<file path="src/rtl/cheri_clu_wb_buffer_if.sv">
// Bus between the CHERI unit, the writeback buffer and the scoreboard writeback port.
// The buffer uses the slave modport; the environment driving it uses master.
interface cheri_clu_wb_buffer_if #(
  parameter int CAP_W      = 160,
  parameter int XLEN       = 64,
  parameter int TRANS_ID_W = 3,
  parameter int DEPTH      = 4
);
  localparam int CNT_W = $clog2(DEPTH) + 1;

  logic                  flush_i;
  logic                  clu_valid_i;
  logic                  clu_ready_o;
  logic [CAP_W-1:0]      clu_result_i;
  logic [TRANS_ID_W-1:0] clu_trans_id_i;
  logic [XLEN-1:0]       clu_ex_cause_i;
  logic [XLEN-1:0]       clu_ex_tval_i;
  logic                  clu_ex_valid_i;
  logic                  wb_valid_o;
  logic                  wb_ready_i;
  logic [CAP_W-1:0]      wb_result_o;
  logic [TRANS_ID_W-1:0] wb_trans_id_o;
  logic [XLEN-1:0]       wb_ex_cause_o;
  logic [XLEN-1:0]       wb_ex_tval_o;
  logic                  wb_ex_valid_o;
  logic [CNT_W-1:0]      count_o;
  logic                  overflow_o;

  modport slave (
    input  flush_i, clu_valid_i, clu_result_i, clu_trans_id_i,
           clu_ex_cause_i, clu_ex_tval_i, clu_ex_valid_i, wb_ready_i,
    output clu_ready_o, wb_valid_o, wb_result_o, wb_trans_id_o,
           wb_ex_cause_o, wb_ex_tval_o, wb_ex_valid_o, count_o, overflow_o
  );

  modport master (
    output flush_i, clu_valid_i, clu_result_i, clu_trans_id_i,
           clu_ex_cause_i, clu_ex_tval_i, clu_ex_valid_i, wb_ready_i,
    input  clu_ready_o, wb_valid_o, wb_result_o, wb_trans_id_o,
           wb_ex_cause_o, wb_ex_tval_o, wb_ex_valid_o, count_o, overflow_o
  );
endinterface

</file>
<file path="src/rtl/cheri_clu_wb_buffer.sv">
// In-order FIFO between the CHERI unit and the scoreboard writeback port.
// Head entry is presented combinationally; data outputs read as zero while empty.
module cheri_clu_wb_buffer #(
  parameter int CAP_W      = 160,
  parameter int XLEN       = 64,
  parameter int TRANS_ID_W = 3,
  parameter int DEPTH      = 4,
  parameter int TAG_IDX    = CAP_W - 1
) (
  input logic clk_i,
  input logic rst_i,
  cheri_clu_wb_buffer_if.slave bus
);
  localparam int PTR_W = $clog2(DEPTH);
  localparam int CNT_W = PTR_W + 1;

  typedef struct packed {
    logic [CAP_W-1:0]      result;
    logic [TRANS_ID_W-1:0] trans_id;
    logic                  ex_valid;
    logic [XLEN-1:0]       cause;
    logic [XLEN-1:0]       tval;
  } entry_t;

  entry_t           mem_q [DEPTH];
  entry_t           wr_entry_s;
  entry_t           head_s;
  logic             wr_en_s;
  logic [PTR_W-1:0] wr_ptr_q, wr_ptr_d;
  logic [PTR_W-1:0] rd_ptr_q, rd_ptr_d;
  logic [CNT_W-1:0] count_q, count_d;
  logic             overflow_q, overflow_d;
  logic             full_s, valid_s, push_s, pop_s;
  logic [CAP_W-1:0] head_result_s;

  // Handshake qualification and next-state of pointers, occupancy and overflow.
  always_comb begin
    full_s     = (count_q == CNT_W'(DEPTH));
    valid_s    = (count_q != {CNT_W{1'b0}});
    push_s     = bus.clu_valid_i & ~full_s;
    pop_s      = valid_s & bus.wb_ready_i;
    wr_ptr_d   = wr_ptr_q;
    rd_ptr_d   = rd_ptr_q;
    count_d    = count_q;
    overflow_d = overflow_q;
    wr_en_s    = 1'b0;
    if (bus.flush_i) begin
      wr_ptr_d   = {PTR_W{1'b0}};
      rd_ptr_d   = {PTR_W{1'b0}};
      count_d    = {CNT_W{1'b0}};
      overflow_d = 1'b0;
    end else begin
      wr_en_s = push_s;
      if (push_s) begin
        wr_ptr_d = wr_ptr_q + PTR_W'(1'b1);
      end else begin
        wr_ptr_d = wr_ptr_q;
      end
      if (pop_s) begin
        rd_ptr_d = rd_ptr_q + PTR_W'(1'b1);
      end else begin
        rd_ptr_d = rd_ptr_q;
      end
      case ({push_s, pop_s})
        2'b10:   count_d = count_q + CNT_W'(1'b1);
        2'b01:   count_d = count_q - CNT_W'(1'b1);
        default: count_d = count_q;
      endcase
      if (bus.clu_valid_i & full_s) begin
        overflow_d = 1'b1;
      end else begin
        overflow_d = overflow_q;
      end
    end
  end

  // Entry image: exception fields are zeroed unless an exception was raised.
  always_comb begin
    wr_entry_s.result   = bus.clu_result_i;
    wr_entry_s.trans_id = bus.clu_trans_id_i;
    wr_entry_s.ex_valid = bus.clu_ex_valid_i;
    wr_entry_s.cause    = bus.clu_ex_cause_i & {XLEN{bus.clu_ex_valid_i}};
    wr_entry_s.tval     = bus.clu_ex_tval_i & {XLEN{bus.clu_ex_valid_i}};
  end

  // Control state with asynchronous reset.
  always_ff @(posedge clk_i or posedge rst_i) begin
    if (rst_i) begin
      wr_ptr_q   <= {PTR_W{1'b0}};
      rd_ptr_q   <= {PTR_W{1'b0}};
      count_q    <= {CNT_W{1'b0}};
      overflow_q <= 1'b0;
    end else begin
      wr_ptr_q   <= wr_ptr_d;
      rd_ptr_q   <= rd_ptr_d;
      count_q    <= count_d;
      overflow_q <= overflow_d;
    end
  end

  // Payload storage needs no reset: outputs are masked while the buffer is empty.
  always_ff @(posedge clk_i) begin
    if (wr_en_s) begin
      mem_q[wr_ptr_q] <= wr_entry_s;
    end
  end

  // Head presentation; a faulting result never carries a valid tag.
  always_comb begin
    head_s        = mem_q[rd_ptr_q];
    head_result_s = head_s.result;
    if (head_s.ex_valid) begin
      head_result_s[TAG_IDX] = 1'b0;
    end else begin
      head_result_s = head_s.result;
    end
    if (!valid_s) begin
      head_s        = '0;
      head_result_s = {CAP_W{1'b0}};
    end else begin
      head_s.result = head_result_s;
    end
  end

  assign bus.clu_ready_o   = ~full_s;
  assign bus.wb_valid_o    = valid_s;
  assign bus.wb_result_o   = head_result_s;
  assign bus.wb_trans_id_o = head_s.trans_id;
  assign bus.wb_ex_valid_o = head_s.ex_valid;
  assign bus.wb_ex_cause_o = head_s.cause;
  assign bus.wb_ex_tval_o  = head_s.tval;
  assign bus.count_o       = count_q;
  assign bus.overflow_o    = overflow_q;
endmodule

</file>
<file path="src/flat_wrapper.sv">
// flat-port wrapper written by rule: the top's interface ports become plain ports
module cheri_clu_wb_buffer_flat 
#(
  parameter int CAP_W      = 160,
  parameter int XLEN       = 64,
  parameter int TRANS_ID_W = 3,
  parameter int DEPTH      = 4,
  parameter int TAG_IDX    = CAP_W - 1
)
  (clk_i, rst_i, bus_flush_i, bus_clu_valid_i, bus_clu_result_i, bus_clu_trans_id_i, bus_clu_ex_cause_i, bus_clu_ex_tval_i, bus_clu_ex_valid_i, bus_wb_ready_i, bus_clu_ready_o, bus_wb_valid_o, bus_wb_result_o, bus_wb_trans_id_o, bus_wb_ex_cause_o, bus_wb_ex_tval_o, bus_wb_ex_valid_o, bus_count_o, bus_overflow_o);
  cheri_clu_wb_buffer_if #(.CAP_W(CAP_W), .XLEN(XLEN), .TRANS_ID_W(TRANS_ID_W), .DEPTH(DEPTH)) bus_i ();
  input logic clk_i;
  input logic rst_i;
  input wire logic [$bits(bus_i.flush_i)-1:0] bus_flush_i;
  input wire logic [$bits(bus_i.clu_valid_i)-1:0] bus_clu_valid_i;
  input wire logic [$bits(bus_i.clu_result_i)-1:0] bus_clu_result_i;
  input wire logic [$bits(bus_i.clu_trans_id_i)-1:0] bus_clu_trans_id_i;
  input wire logic [$bits(bus_i.clu_ex_cause_i)-1:0] bus_clu_ex_cause_i;
  input wire logic [$bits(bus_i.clu_ex_tval_i)-1:0] bus_clu_ex_tval_i;
  input wire logic [$bits(bus_i.clu_ex_valid_i)-1:0] bus_clu_ex_valid_i;
  input wire logic [$bits(bus_i.wb_ready_i)-1:0] bus_wb_ready_i;
  output wire logic [$bits(bus_i.clu_ready_o)-1:0] bus_clu_ready_o;
  output wire logic [$bits(bus_i.wb_valid_o)-1:0] bus_wb_valid_o;
  output wire logic [$bits(bus_i.wb_result_o)-1:0] bus_wb_result_o;
  output wire logic [$bits(bus_i.wb_trans_id_o)-1:0] bus_wb_trans_id_o;
  output wire logic [$bits(bus_i.wb_ex_cause_o)-1:0] bus_wb_ex_cause_o;
  output wire logic [$bits(bus_i.wb_ex_tval_o)-1:0] bus_wb_ex_tval_o;
  output wire logic [$bits(bus_i.wb_ex_valid_o)-1:0] bus_wb_ex_valid_o;
  output wire logic [$bits(bus_i.count_o)-1:0] bus_count_o;
  output wire logic [$bits(bus_i.overflow_o)-1:0] bus_overflow_o;
  assign bus_i.flush_i = bus_flush_i;
  assign bus_i.clu_valid_i = bus_clu_valid_i;
  assign bus_i.clu_result_i = bus_clu_result_i;
  assign bus_i.clu_trans_id_i = bus_clu_trans_id_i;
  assign bus_i.clu_ex_cause_i = bus_clu_ex_cause_i;
  assign bus_i.clu_ex_tval_i = bus_clu_ex_tval_i;
  assign bus_i.clu_ex_valid_i = bus_clu_ex_valid_i;
  assign bus_i.wb_ready_i = bus_wb_ready_i;
  assign bus_clu_ready_o = bus_i.clu_ready_o;
  assign bus_wb_valid_o = bus_i.wb_valid_o;
  assign bus_wb_result_o = bus_i.wb_result_o;
  assign bus_wb_trans_id_o = bus_i.wb_trans_id_o;
  assign bus_wb_ex_cause_o = bus_i.wb_ex_cause_o;
  assign bus_wb_ex_tval_o = bus_i.wb_ex_tval_o;
  assign bus_wb_ex_valid_o = bus_i.wb_ex_valid_o;
  assign bus_count_o = bus_i.count_o;
  assign bus_overflow_o = bus_i.overflow_o;
  cheri_clu_wb_buffer #(.CAP_W(CAP_W), .XLEN(XLEN), .TRANS_ID_W(TRANS_ID_W), .DEPTH(DEPTH), .TAG_IDX(TAG_IDX)) u_core (.clk_i(clk_i), .rst_i(rst_i), .bus(bus_i));
endmodule
</file>
<file path="config.mk">
export PLATFORM = sky130hd
export DESIGN_NAME = cheri_clu_wb_buffer_flat
export DESIGN_NICKNAME = d
export VERILOG_FILES = /design/src/rtl/cheri_clu_wb_buffer_if.sv /design/src/rtl/cheri_clu_wb_buffer.sv /design/src/flat_wrapper.sv
export SDC_FILE = /design/constraint.sdc
export NUM_CORES = 1
export LEC_CHECK = 0
export BUFFER_PORTS_ARGS = -buffer_cell sky130_fd_sc_hd__buf_4
export CAP_MARGIN = 20
export CORE_MARGIN = 2
export CORE_UTILIZATION = 31
export CTS_BUF_LIST = sky130_fd_sc_hd__clkbuf_8
export DETAILED_ROUTE_END_ITERATION = 10
export GPL_TIMING_DRIVEN = 0
export MAX_ROUTING_LAYER = met4
export SLEW_MARGIN = 30
export SYNTH_ARGS = -nofsm -noshare
export SYNTH_HDL_FRONTEND = slang
export SYNTH_SLANG_ARGS = --single-unit
export TNS_END_PERCENT = 5
</file>
<file path="constraint.sdc">
create_clock -name clk_i -period 15.29 [get_ports clk_i]
set_input_delay 3.058 -clock clk_i [delete_from_list [all_inputs] [get_ports clk_i]]
set_output_delay 3.058 -clock clk_i [all_outputs]
set_load 0.02 [all_outputs]
</file>
# == After elaboration in Yosys (flattened, before gate mapping) ==
# Memory sizes are Yosys's and may differ from the RTL's.
# Index checks and enable logic that the tools add are counted.
# classes
reduce_logical,5
n_mux,14
n_eq_ne,3
bitwise_logic,6
add_sub_neg,4
# ops
operator,count
$mux 160,1
$mux 132,1
$and 64x64->64,2
$mux 2,4
$mux 1,6
$pmux 3 s2,1
$reduce_bool 2->1,3
$reduce_bool 3->1,2
$add 2x1->2 const B,2
$add 3x1->3 const B,1
$and 1x1->1,3
$eq 3x3->1 const B,1
$mux 3,1
$sub 3x1->3 const B,1
$eq 2x1->1 const B,1
$eq 2x2->1 const B,1
$not 1->1,1
# totals
input_bits,297
word_cells,37
output_inout_bits,298
mem_bits_rw,1168
register_bits,8
mem_count,1
# memory_table
memory,depth,width,read_ports,rd_ports_with_merged_regs,wr,line_no,rtl
u_core.mem_q,4,292,1,0,1,cheri_clu_wb_buffer.sv:25,entry_t mem_q [DEPTH];

# == Depth between registers and ports, before layout ==
# Gate-level depths: netlist of run 1.
# logic_depth
ltp_word,6
depth_mapped,8

# == Worst setup path before layout of run 1 ==
# Ideal clock, no wire load.
# synth_timing
path_kind,in2reg
startpoint,input bus_clu_valid_i
endpoint,"memory u_core.mem_q[0][0] (netlist bit), enable pin"
slack_ns,4.278
t_arrival_ns,10.321
setup_time_ns,0.691
path_buffers,1
path_stages,4
path_cell_list,clkbuf_1 inv_1 nor3_1 and2_1
# synth_between
elab_chain_len,4
# synth_lines
item,line_no,rtl
"start, declared",flat_wrapper.sv:15,input wire logic [$bits(bus_i.clu_valid_i)-1:0] bus_clu_valid_i;
$and 1x1->1,cheri_clu_wb_buffer.sv:40,push_s = bus.clu_valid_i & ~full_s;
$mux 1,cheri_clu_wb_buffer.sv:47,if (bus.flush_i) begin
$mux 1,cheri_clu_wb_buffer.sv:103,if (wr_en_s) begin
$mux 1 (not written as such),cheri_clu_wb_buffer.sv:104,mem_q[wr_ptr_q] <= wr_entry_s;
"end, declared",cheri_clu_wb_buffer.sv:25,
# No other way between the ends.

# == Worst setup path in the final report of run 1 ==
# layout_timing
startpoint,register u_core.count_q[1] (netlist: u_core.bus.count_o[1])
endpoint,output bus_wb_ex_tval_o[5]
# layout_between
elab_chain_len,2
# layout_lines
item,line_no,rtl
"start, declared",cheri_clu_wb_buffer.sv:31,"logic [CNT_W-1:0] count_q, count_d;"
"start signal, assigned",cheri_clu_wb_buffer.sv:91,count_q <= {CNT_W{1'b0}};
"start signal, assigned",cheri_clu_wb_buffer.sv:96,count_q <= count_d;
$reduce_bool 3->1,cheri_clu_wb_buffer.sv:39,valid_s = (count_q != {CNT_W{1'b0}});
$mux 132,cheri_clu_wb_buffer.sv:117,if (!valid_s) begin
"end, declared",flat_wrapper.sv:27,output wire logic [$bits(bus_i.wb_ex_tval_o)-1:0] bus_wb_ex_tval_o;
# No other way between the ends.

==> impl_metrics.csv, run 1 <==
group,metric,value,unit
status,outcome,"finished, final reports clean",
sta,setup_viol,0,
yosys,synth.distinct_cells,36,
critical_path,end_kind,"output pin",
global_route,gr-max-usage-layer,"met2",
critical_path,slowest_stage,"clkbuf_1",
critical_path,critPathLaunchType,"register",
detailed_routing,first_pass_iters,7,
sta,fin_crit_sh,42.64,%
finish,utilization,39.05,%
clock_network,insertion_delay,0.88,ns
sta,max_freq,153.4,MHz
power,netSwitchingPower,1.943,mW
clock_network,cts_tree,"done",
critical_path,path_cells,"buf_6 -> or3_1 -> clkbuf_1 -> buf_2 -> clkbuf_1 -> and2_1 -> buf_4",
clock_network,h-tree-depth,4,
finish,final_common_cell,"edfxtp_1",
global_route,grtUsageMet1,18.37,%
clock_network,clockBufferDepth,3,
power,switching_share,26.18,%
finish,fin_nets,3191,
critical_path,path_delay_family,"buffers and inverters",
yosys,ys_async_sr_fraction,0.6803,%
power,peakVddDrop,0.06972,mV
floorplanning,die-area,150100,um2
critical_path,r2r_end,"u_core.mem_q[2][33]",
critical_path,crit_path_max_incr_delay,0.58,ns
yosys,synth_edf_count,1168,
finish,final_cell_mix,"edfxtp_1, buf_4, and2_1",
critical_path,path_buf_inv,5,
global_route,grt_pass1_wl,162400,um
yosys,ys_seq_area_share,77.40,%
detailed_routing,wire_per_inst,22.45,um
yosys,syn_area_per_cell,22.08,um2
sta,hold_violations,0,
clock_network,cts_root_buf,"clkbuf_8",
clock_network,path_clk_slew,0.06,ns
floorplanning,ioPinCount,595,
clock_network,post-cts-setup-buffers,0,
power,pwr-share-clk,34.4,%
detailed_routing,drc_errors,0,
clock_network,post_cts_resized,0,
floorplanning,rows,140,
critical_path,crit_type,"register to output pin",
power,p_seq_share,49.3,%
yosys,syn_nets,2366,
floorplanning,die_y,387.4,um
sta,worstMarginPinSlew,0.9368,ns
power,total_power,7.421,mW
yosys,synth_area,45580,um2
clock_network,cts_buffers,196,
placement,gp_congestion,0.7414,
critical_path,ff2ff_setup_slack,12.03,ns
detailed_routing,wl,111800,um
power,intPower,5.478,mW
global_route,grt_max_degree,40,
floorplanning,start_util,31.27,%
detailed_routing,vias,22782,
hold_path,hold_class,"register to register",
sta,worst_slew_margin_rel,37.55,%
finish,area_growth,24.89,%
global_route,grt_use_total,15.16,%
sta,slew_violations,0,
detailed_routing,drt_iter0_drc,1393,
sta,skew,0.03740,ns
placement,dpl.hpwl,75510,um
yosys,yosysWarnings,0,
global_route,met3_usage,5.799,%
sta,rsz0062_at_grt,"false",
yosys,syn_inst,2064,
power,powerDensity,130.4,nW/um2
sta,fin_tns_setup,0,ns
detailed_routing,routed_via_density,4.576,
yosys,synth_seq_cells,1176,
critical_path,critPathArrivalTime,3.46,ns
global_route,grt_antenna_before_repair,20,
hold_path,hold_start,"u_core.bus.overflow_o",
critical_path,cp_max_fo,10,
clock_network,clock-sinks,1176,
floorplanning,fp.coreArea,145700,um2
placement,portBuffers,593,
hold_path,hold_path_end,"u_core.bus.overflow_o",
power,p_leak,19.44,nW
detailed_routing,ant_nets,0,
finish,drive_above_1_share,40.61,%
critical_path,r2r-start,"u_core.bus.count_o[0]",
global_route,first_global_vias,24124,
sta,setup_slack,8.771,ns
global_route,globalRouteOverflowTotal,0,
run,maxCapViolations,0,
floorplanning,chipWidth,387.4,um
clock_network,holdBufCountCts,0,
yosys,synth_ff_type,"edfxtp_1",
critical_path,critPathRequiredTime,12.23,ns
global_route,grtUsageMet2,23.70,%
power,share_comb_of_total_power,16.2,%
critical_path,crit_top_cell,"clkbuf_1",
critical_path,reg2regPathDepth,8,
hold_path,hold_depth,2,
placement,dp_worst_setup_slack,9.074,ns
sta,fin_crit,6.519,ns
## per-layer routing
| metal | wire length (um) | up-vias |
|---|---|---|
| li1 | - | 10046 |
| met3 | 10240 | 155 |
| met1 | 45320 | 11826 |
| met4 | 2060 | 0 |
| met5 | 0 | - |
| met2 | 54170 | 755 |
## state kept, by name, summed over array words and instances (netlist names)
| signal | count |
|---|---|
| u_core.bus.count_o | 3 |
| u_core.bus.overflow_o | 1 |
| u_core.mem_q | 1168 |
| u_core.rd_ptr_q | 2 |
| u_core.wr_ptr_q | 2 |
## power groups by stage
stage          clock network, mW  registers (mW)  logic [mW]
2_1_floorplan                  0            3.75       0.683
3_3_place_gp                   0            3.78        1.21
3_5_place_dp                   0            3.73        1.24
4_1_cts                     2.65            3.66        1.24
5_1_grt                     2.78            3.66        1.29
6_report                    2.56            3.66        1.20
## per-stage QoR
step	hold WS [ns]	std cells	instance area [um2]
floorplan	0.5573	2064	45580
global placement	0.4934	4574	52430
detailed placement	0.5056	4608	53280
CTS	0.5197	4956	56860
global route	0.5555	4974	56910
finish	0.5226	4979	56920
## kinds of logic after synthesis
family / Yosys count / share of synthesized area (%)
flops: 1176 / 77.40
compound gates: 18 / 0.2581
simple gates: 446 / 6.067
mux: 292 / 14.43
buf+inv: 124 / 1.639
fa+ha+maj: 5 / 0.1537
xor+xnor: 3 / 0.05766
## worst max path at each step
stage	start	to	slack, ns	depth (start not counted)
final	u_core.bus.count_o[1]	bus_wb_ex_tval_o[5]	8.77	7
after global routing	u_core.bus.count_o[1]	bus_wb_ex_tval_o[5]	8.44	7
after CTS	u_core.rd_ptr_q[1]	bus_wb_result_o[37]	8.50	6
after detailed placement	bus_clu_valid_i	u_core.mem_q[2][34]	9.07	9
after global placement	bus_clu_valid_i	u_core.mem_q[0][46]	-2.38	5
after floorplan	bus_clu_valid_i	u_core.mem_q[0][0]	4.28	4
## tightest hold or removal path, cell delays in order (launching register included)
cell and delay (ns):
dfrtp_1 0.35, a21oi_1 0.05, nor2_1 0.08
## layout make-up
class,count,area (um2)
Sequential cell,1176,35270
Buffer,119,732.0
Tap cell,1917,2399
Inverter,5,18.77
Clock buffer,198,2725
Antenna cell,23,57.56
Multi-Input combinational cell,764,9565
Clock inverter,150,857.1
Fill cell,13247,88820
Timing Repair Buffer,627,5290
## cell usage after synthesis (all sizes together) (2+ instances only)
library cell	count	area [um2]
edfxtp	1168	35070
and2	423	2646
mux4	292	6576
buf	68	536.8
clkbuf	51	191.4
dfrtp	8	200.2
nor2	8	30.03
inv	5	18.77
a21oi	4	20.02
ha	4	50.05
nand3	4	20.02
o21ai	4	20.02
a31oi	2	12.51
nand2	2	7.510
nand2b	2	12.51
xor2	2	17.52
No activity file was read; power rests on OpenSTA's default activity.
==> inputs of run 2 (changes only) <==
--- a/config.mk
+++ b/config.mk
@@ -5,6 +5,7 @@
 export SDC_FILE = /design/constraint.sdc
 export NUM_CORES = 1
 export LEC_CHECK = 0
+export ABC_AREA = 1
 export BUFFER_PORTS_ARGS = -buffer_cell sky130_fd_sc_hd__buf_4
 export CAP_MARGIN = 20
 export CORE_MARGIN = 2
==> constraint.sdc (replaced) <==
create_clock -name clk_i -period 5.5 [get_ports clk_i]
set_input_delay 1.1 -clock clk_i [delete_from_list [all_inputs] [get_ports clk_i]]
set_output_delay 1.1 -clock clk_i [all_outputs]
set_load 0.02 [all_outputs]
==> impl_metrics.csv, run 2 <==
group,metric,value,unit
status,outcome,"finished, final reports clean",
floorplanning,fp.coreArea,149800,um2
clock_network,post_cts_resized,0,
yosys,synth_area_leader_cell,"edfxtp_1",
power,p_leak,22.40,nW
placement,placed_cells,6470,
global_route,grt_max_degree,20,
yosys,syn_nets,4085,
placement,gp_congestion,0.7755,
yosys,synth_area_leaders,"edfxtp_1, nor2_1, o21ai_1",
power,netSwitchingPower,10.00,mW
sta,timing.hold.ws,0.1976,ns
clock_network,path_clk_slew,0.06,ns
floorplanning,ioPinCount,595,
critical_path,end_kind,"output pin",
sta,hold_violations,0,
yosys,syn_inst,3783,
critical_path,slowest_stage,"dfrtp_1",
finish,utilization,39.68,%
clock_network,cts_buffers,195,
yosys,ys_seq_area_share,75.48,%
sta,fin_tns_setup,0,ns
detailed_routing,ant_nets,0,
power,p_seq_share,38.6,%
yosys,syn_area_per_cell,12.35,um2
finish,largest_register_ffs,1168,
sta,setup_viol,0,
yosys,synth_seq_cells,1176,
critical_path,critPathRequiredTime,4.40,ns
critical_path,crit_top_cell,"buf_2",
sta,slew_violations,0,
power,powerDensity,456.2,nW/um2
finish,stdcell_area,59440,um2
global_route,first_global_vias,31120,
finish,ff_latch_area,35270,um2
yosys,synth_ff_type,"edfxtp_1",
sta,worst_slew_margin_rel,41.42,%
floorplanning,chipWidth,392.3,um
critical_path,cp_max_fo,10,
sta,max_freq,231.1,MHz
yosys,synth.distinct_cells,25,
hold_path,hold_class,"input pin to async pin",
yosys,synth_area,46730,um2
global_route,grt_use_total,18.76,%
power,share_comb_of_total_power,35.3,%
detailed_routing,drc_errors,0,
detailed_routing,drt_iter0_drc,2225,
detailed_routing,routed_via_density,4.650,
global_route,grt_antenna_before_repair,23,
sta,worstMarginPinSlew,0.8788,ns
finish,nFillCells,14107,
power,intPower,17.11,mW
clock_network,clock-sinks,1176,
placement,portBuffers,594,
floorplanning,die_y,392.3,um
finish,final_common_cell,"nor2_1",
finish,stdcell_count,6829,
sta,rsz0062_at_grt,"false",
critical_path,crit_type,"register to output pin",
clock_network,insertion_delay,0.93,ns
finish,fin_nets,4953,
critical_path,crit_path_max_incr_delay,0.45,ns
critical_path,path_delay_family,"buffers and inverters",
clock_network,clockBufferDepth,3,
sta,skew,0.04884,ns
power,peakVddDrop,0.2868,mV
detailed_routing,wl,144200,um
clock_network,post-cts-setup-buffers,0,
finish,top_register,"u_core.mem_q",
critical_path,critPathLaunchType,"register",
finish,multi_input_area,9584,um2
floorplanning,start_util,31.20,%
yosys,yosysWarnings,0,
detailed_routing,vias,31755,
finish,final_cell_mix,"nor2_1, edfxtp_1, buf_4",
placement,dpl.hpwl,99870,um
yosys,ys_async_sr_fraction,0.6803,%
clock_network,h-tree-depth,4,
clock_network,holdBufCountCts,0,
floorplanning,die-area,153900,um2
power,pwr-share-clk,26.0,%
global_route,grt_pass1_wl,205800,um
yosys,synth_most_common_cell,"nor2_1",
yosys,yosysTopAreaCellShare,75.05,%
finish,drive_above_1_share,23.81,%
placement,postPlaceCellArea,55880,um2
detailed_routing,first_pass_iters,5,
detailed_routing,wire_per_inst,21.11,um
run,maxCapViolations,0,
sta,fin_crit_sh,78.68,%
critical_path,critPathArrivalTime,3.23,ns
critical_path,path_buf_inv,4,
yosys,synth_edf_count,1168,
clock_network,cts_root_buf,"clkbuf_8",
global_route,globalRouteOverflowTotal,0,
clock_network,cts_tree,"done",
power,switching_share,36.89,%
finish,area_growth,27.18,%
yosys,synth_common_cells,"nor2_1, edfxtp_1, o21ai_1",
sta,fin_crit,4.328,ns
floorplanning,rows,142,
critical_path,path_cells,"nor2_2 -> nand2_2 -> inv_2 -> buf_2 -> buf_2 -> a21oi_1 -> buf_4",
run 2: kinds of logic after synthesis:
family	synth area share (%)
DFF	75.48
AOI/OAI and AO/OA	9.424
and+or+nand+nor	10.76
xor gates and xnor gates	0.03749
buffers and inverters	4.150
adders and majority gates	0.1499
run 2: stage by stage:
stage | power [mW] | worst slack, ns
global placement | 20.21 | -4.615
CTS | 27.46 | 0.9313
global route | 28.41 | 0.9074
finish | 27.12 | 1.172
floorplan | 15.67 | -0.5550
detailed placement | 20.35 | 1.527
run 2: final timing paths:
kind                                  startpoint                     to  slack, ns  depth (start not counted)
min reg2reg                u_core.bus.overflow_o  u_core.bus.overflow_o       0.53                          2
max in group asynchronous                  rst_i  u_core.bus.overflow_o       4.99                          2
min in group clk_i         bus_clu_result_i[147]   u_core.mem_q[3][279]       0.37                          1
min                                        rst_i     u_core.rd_ptr_q[0]       0.20                          2
max reg2reg                u_core.bus.count_o[2]    u_core.mem_q[2][57]       2.03                         14
max                        u_core.bus.count_o[0]   bus_wb_result_o[123]       1.17                          7
run 2: cell type report:
cell class	instances	share of cell area, %
multi-input cells	2221	16.13
inverters	145	0.9347
diodes	17	0.07157
clock buffers	199	4.608
well taps	2016	4.244
repair buffers	671	11.01
plain buffers	241	2.351
clock inverters	143	1.307
flip-flops and latches	1176	59.35
run 2: routing by layer:
layer  routed length, um  vias up  GRT usage, %  part of all wire [%]
li1                    -    15020             -                     -
met1               59570    15467         23.27                    41
met2               69590     1096         30.08                    48
met3               12280      172         5.276                   8.5
met4                2711        0         5.035                   1.9
met5                   0        -             -                     0
run 2: power by group through the flow:
stage | sequential [mW] | combinational (mW) | clock (mW)
after floorplan | 10.7 | 4.95 | 0
after global placement | 10.8 | 9.41 | 0
after detailed placement | 10.7 | 9.70 | 0
after CTS | 10.5 | 9.74 | 7.25
after global routing | 10.5 | 10.3 | 7.62
final | 10.5 | 9.58 | 7.06
==> inputs of run 3 (changes only) <==
==> constraint.sdc (replaced) <==
create_clock -name clk_i -period 3.8 [get_ports clk_i]
set_input_delay 0.76 -clock clk_i [delete_from_list [all_inputs] [get_ports clk_i]]
set_output_delay 0.76 -clock clk_i [all_outputs]
set_load 0.02 [all_outputs]
==> impl_metrics.csv, run 3 (synthesis gave the netlist of run 2 again) <==
group,metric,value,unit
hold_path,hold_start,"bus_clu_ex_cause_i[16]",
critical_path,path_buf_inv,4,
critical_path,crit_top_cell,"buf_4",
sta,setup_viol,0,
finish,fin_nets,5121,
floorplanning,rows,142,
finish,final_cell_mix,"nor2_1, edfxtp_1, buf_4",
floorplanning,die_y,392.3,um
sta,slew_violations,0,
hold_path,hold_depth,3,
detailed_routing,ant_nets,0,
clock_network,clock-sinks,1176,
placement,portBuffers,594,
placement,dpl.hpwl,101900,um
floorplanning,ioPinCount,595,
clock_network,post-cts-setup-buffers,0,
finish,drive_above_1_share,23.28,%
critical_path,path_delay_family,"buffers and inverters",
detailed_routing,routed_via_density,4.653,
sta,worstMarginPinSlew,0.7350,ns
detailed_routing,first_pass_iters,6,
hold_path,hold_path_end,"u_core.mem_q[3][80]",
sta,fin_crit_sh,94.30,%
floorplanning,start_util,31.20,%
detailed_routing,drt_iter0_drc,2306,
power,total_power,39.90,mW
detailed_routing,wire_per_inst,21.05,um
critical_path,critPathArrivalTime,2.82,ns
hold_path,hold_class,"input pin to register",
critical_path,critPathLaunchType,"register",
floorplanning,fp.coreArea,149800,um2
floorplanning,chipWidth,392.3,um
detailed_routing,drc_errors,0,
finish,stdcell_count,7012,
detailed_routing,wl,147600,um
critical_path,r2r_end,"u_core.mem_q[2][50]",
global_route,first_global_vias,32260,
clock_network,insertion_delay,0.92,ns
global_route,grt_max_degree,21,
finish,final_common_cell,"nor2_1",
placement,gp_congestion,0.7816,
global_route,grt_pass1_wl,211300,um
critical_path,critPathRequiredTime,3.04,ns
clock_network,path_clk_slew,0.06,ns
finish,area_growth,31.47,%
critical_path,r2r-start,"u_core.bus.count_o[2]",
clock_network,cts_buffers,196,
placement,placed_cells,6471,
finish,nFillCells,13954,
global_route,grt_use_total,19.18,%
critical_path,ff2ff_setup_slack,0.49,ns
detailed_routing,vias,32630,
sta,hold_violations,0,
clock_network,cts_root_buf,"clkbuf_8",
finish,utilization,41.02,%
sta,worst_slew_margin_rel,51.00,%
run,maxCapViolations,0,
critical_path,slowest_stage,"dfrtp_1",
critical_path,end_kind,"output pin",
finish,largest_register_ffs,1168,
sta,max_freq,279.1,MHz
sta,skew,0.04178,ns
power,peakVddDrop,0.4124,mV
clock_network,h-tree-depth,4,
clock_network,clockBufferDepth,3,
floorplanning,die-area,153900,um2
global_route,globalRouteOverflowTotal,0,
power,powerDensity,649.4,nW/um2
critical_path,path_cells,"buf_4 -> clkbuf_2 -> buf_2 -> nor2_1 -> o21ai_1 -> a21oi_1 -> buf_4",
finish,top_register,"u_core.mem_q",
sta,fin_crit,3.583,ns
critical_path,reg2regPathDepth,14,
critical_path,crit_type,"register to output pin",
critical_path,cp_max_fo,10,
clock_network,cts_tree,"done",
power,p_leak,23.20,nW
global_route,grt_antenna_before_repair,21,
status,outcome,"finished, final reports clean",
critical_path,crit_path_max_incr_delay,0.35,ns
run 3: metal layers:
metal | vias up | wire length [um] | global-route usage, %
met5 | - | 0 | -
met4 | 0 | 3199 | 5.182
met3 | 221 | 11270 | 4.905
met2 | 1096 | 70510 | 30.65
met1 | 15932 | 62660 | 24.17
li1 | 15381 | - | -
run 3: worst max-delay path by stage:
stage | startpoint | to | slack (ns) | depth (start not counted)
final | u_core.rd_ptr_q[1] | bus_wb_ex_cause_o[4] | 0.22 | 7
after CTS | u_core.rd_ptr_q[0] | bus_wb_ex_tval_o[2] | -0.03 | 8
after floorplan | bus_clu_valid_i | u_core.mem_q[0][0] | -1.90 | 4
after global placement | bus_flush_i | u_core.mem_q[3][47] | -6.02 | 4
after global routing | u_core.rd_ptr_q[0] | bus_wb_ex_tval_o[38] | -0.0002 | 7
after detailed placement | bus_flush_i | u_core.mem_q[2][46] | 0.31 | 12
run 3: worst register-to-register path: stages, from the launching register on:
cell	delay, ns
dfrtp_2	0.44
buf_4	0.18
nand2_4	0.10
nand2_8	0.07
inv_8	0.07
nand2_8	0.07
nor2_4	0.46
buf_16	0.23
buf_16	0.19
buf_16	0.19
buf_16	0.20
buf_16	0.20
buf_16	0.18
buf_16	0.18
buf_16	0.20
run 3: metrics by stage:
stage | setup WS, ns | setup TNS (ns) | area (um2) | hold slack (ns)
5_1_grt | -0.0001947 | -0.0001947 | 61440 | 0.09395
3_3_place_gp | -6.024 | -6876.59 | 53810 | 0.5335
3_5_place_dp | 0.3072 | 0 | 55890 | 0.5476
6_report | 0.2166 | 0 | 61440 | 0.1736
4_1_cts | -0.02811 | -0.02811 | 61380 | 0.02768
2_1_floorplan | -1.899 | -2206.10 | 46820 | 0.5755
run 3: cell type report:
cell class                 instances  area, um2  share of cell area, %
sequential                      1176      35280                  57.42
buffer                           241       1609                  2.619
clock buffer                     199       2739                  4.458
multi-input combinational       2221       9624                  15.66
clock inverter                   154      854.6                  1.391
antenna                           22      55.05                0.08960
inverter                         145      561.8                 0.9143
tap                             2016       2522                  4.105
timing repair buffer             838       8198                  13.34
run 3: where the power goes:
group          switching [mW]  internal (mW)
clock                    5.12           5.22
sequential              0.157           15.0
combinational            9.45           4.94
total                    14.7           25.2
run 3: timing repair:
item | CTS | global route
hold buffers | 166 | 0
endpoints found under the setup margin | 291 | 3
resized for setup | 84 | 4
endpoints found under the hold margin | 665 | 0
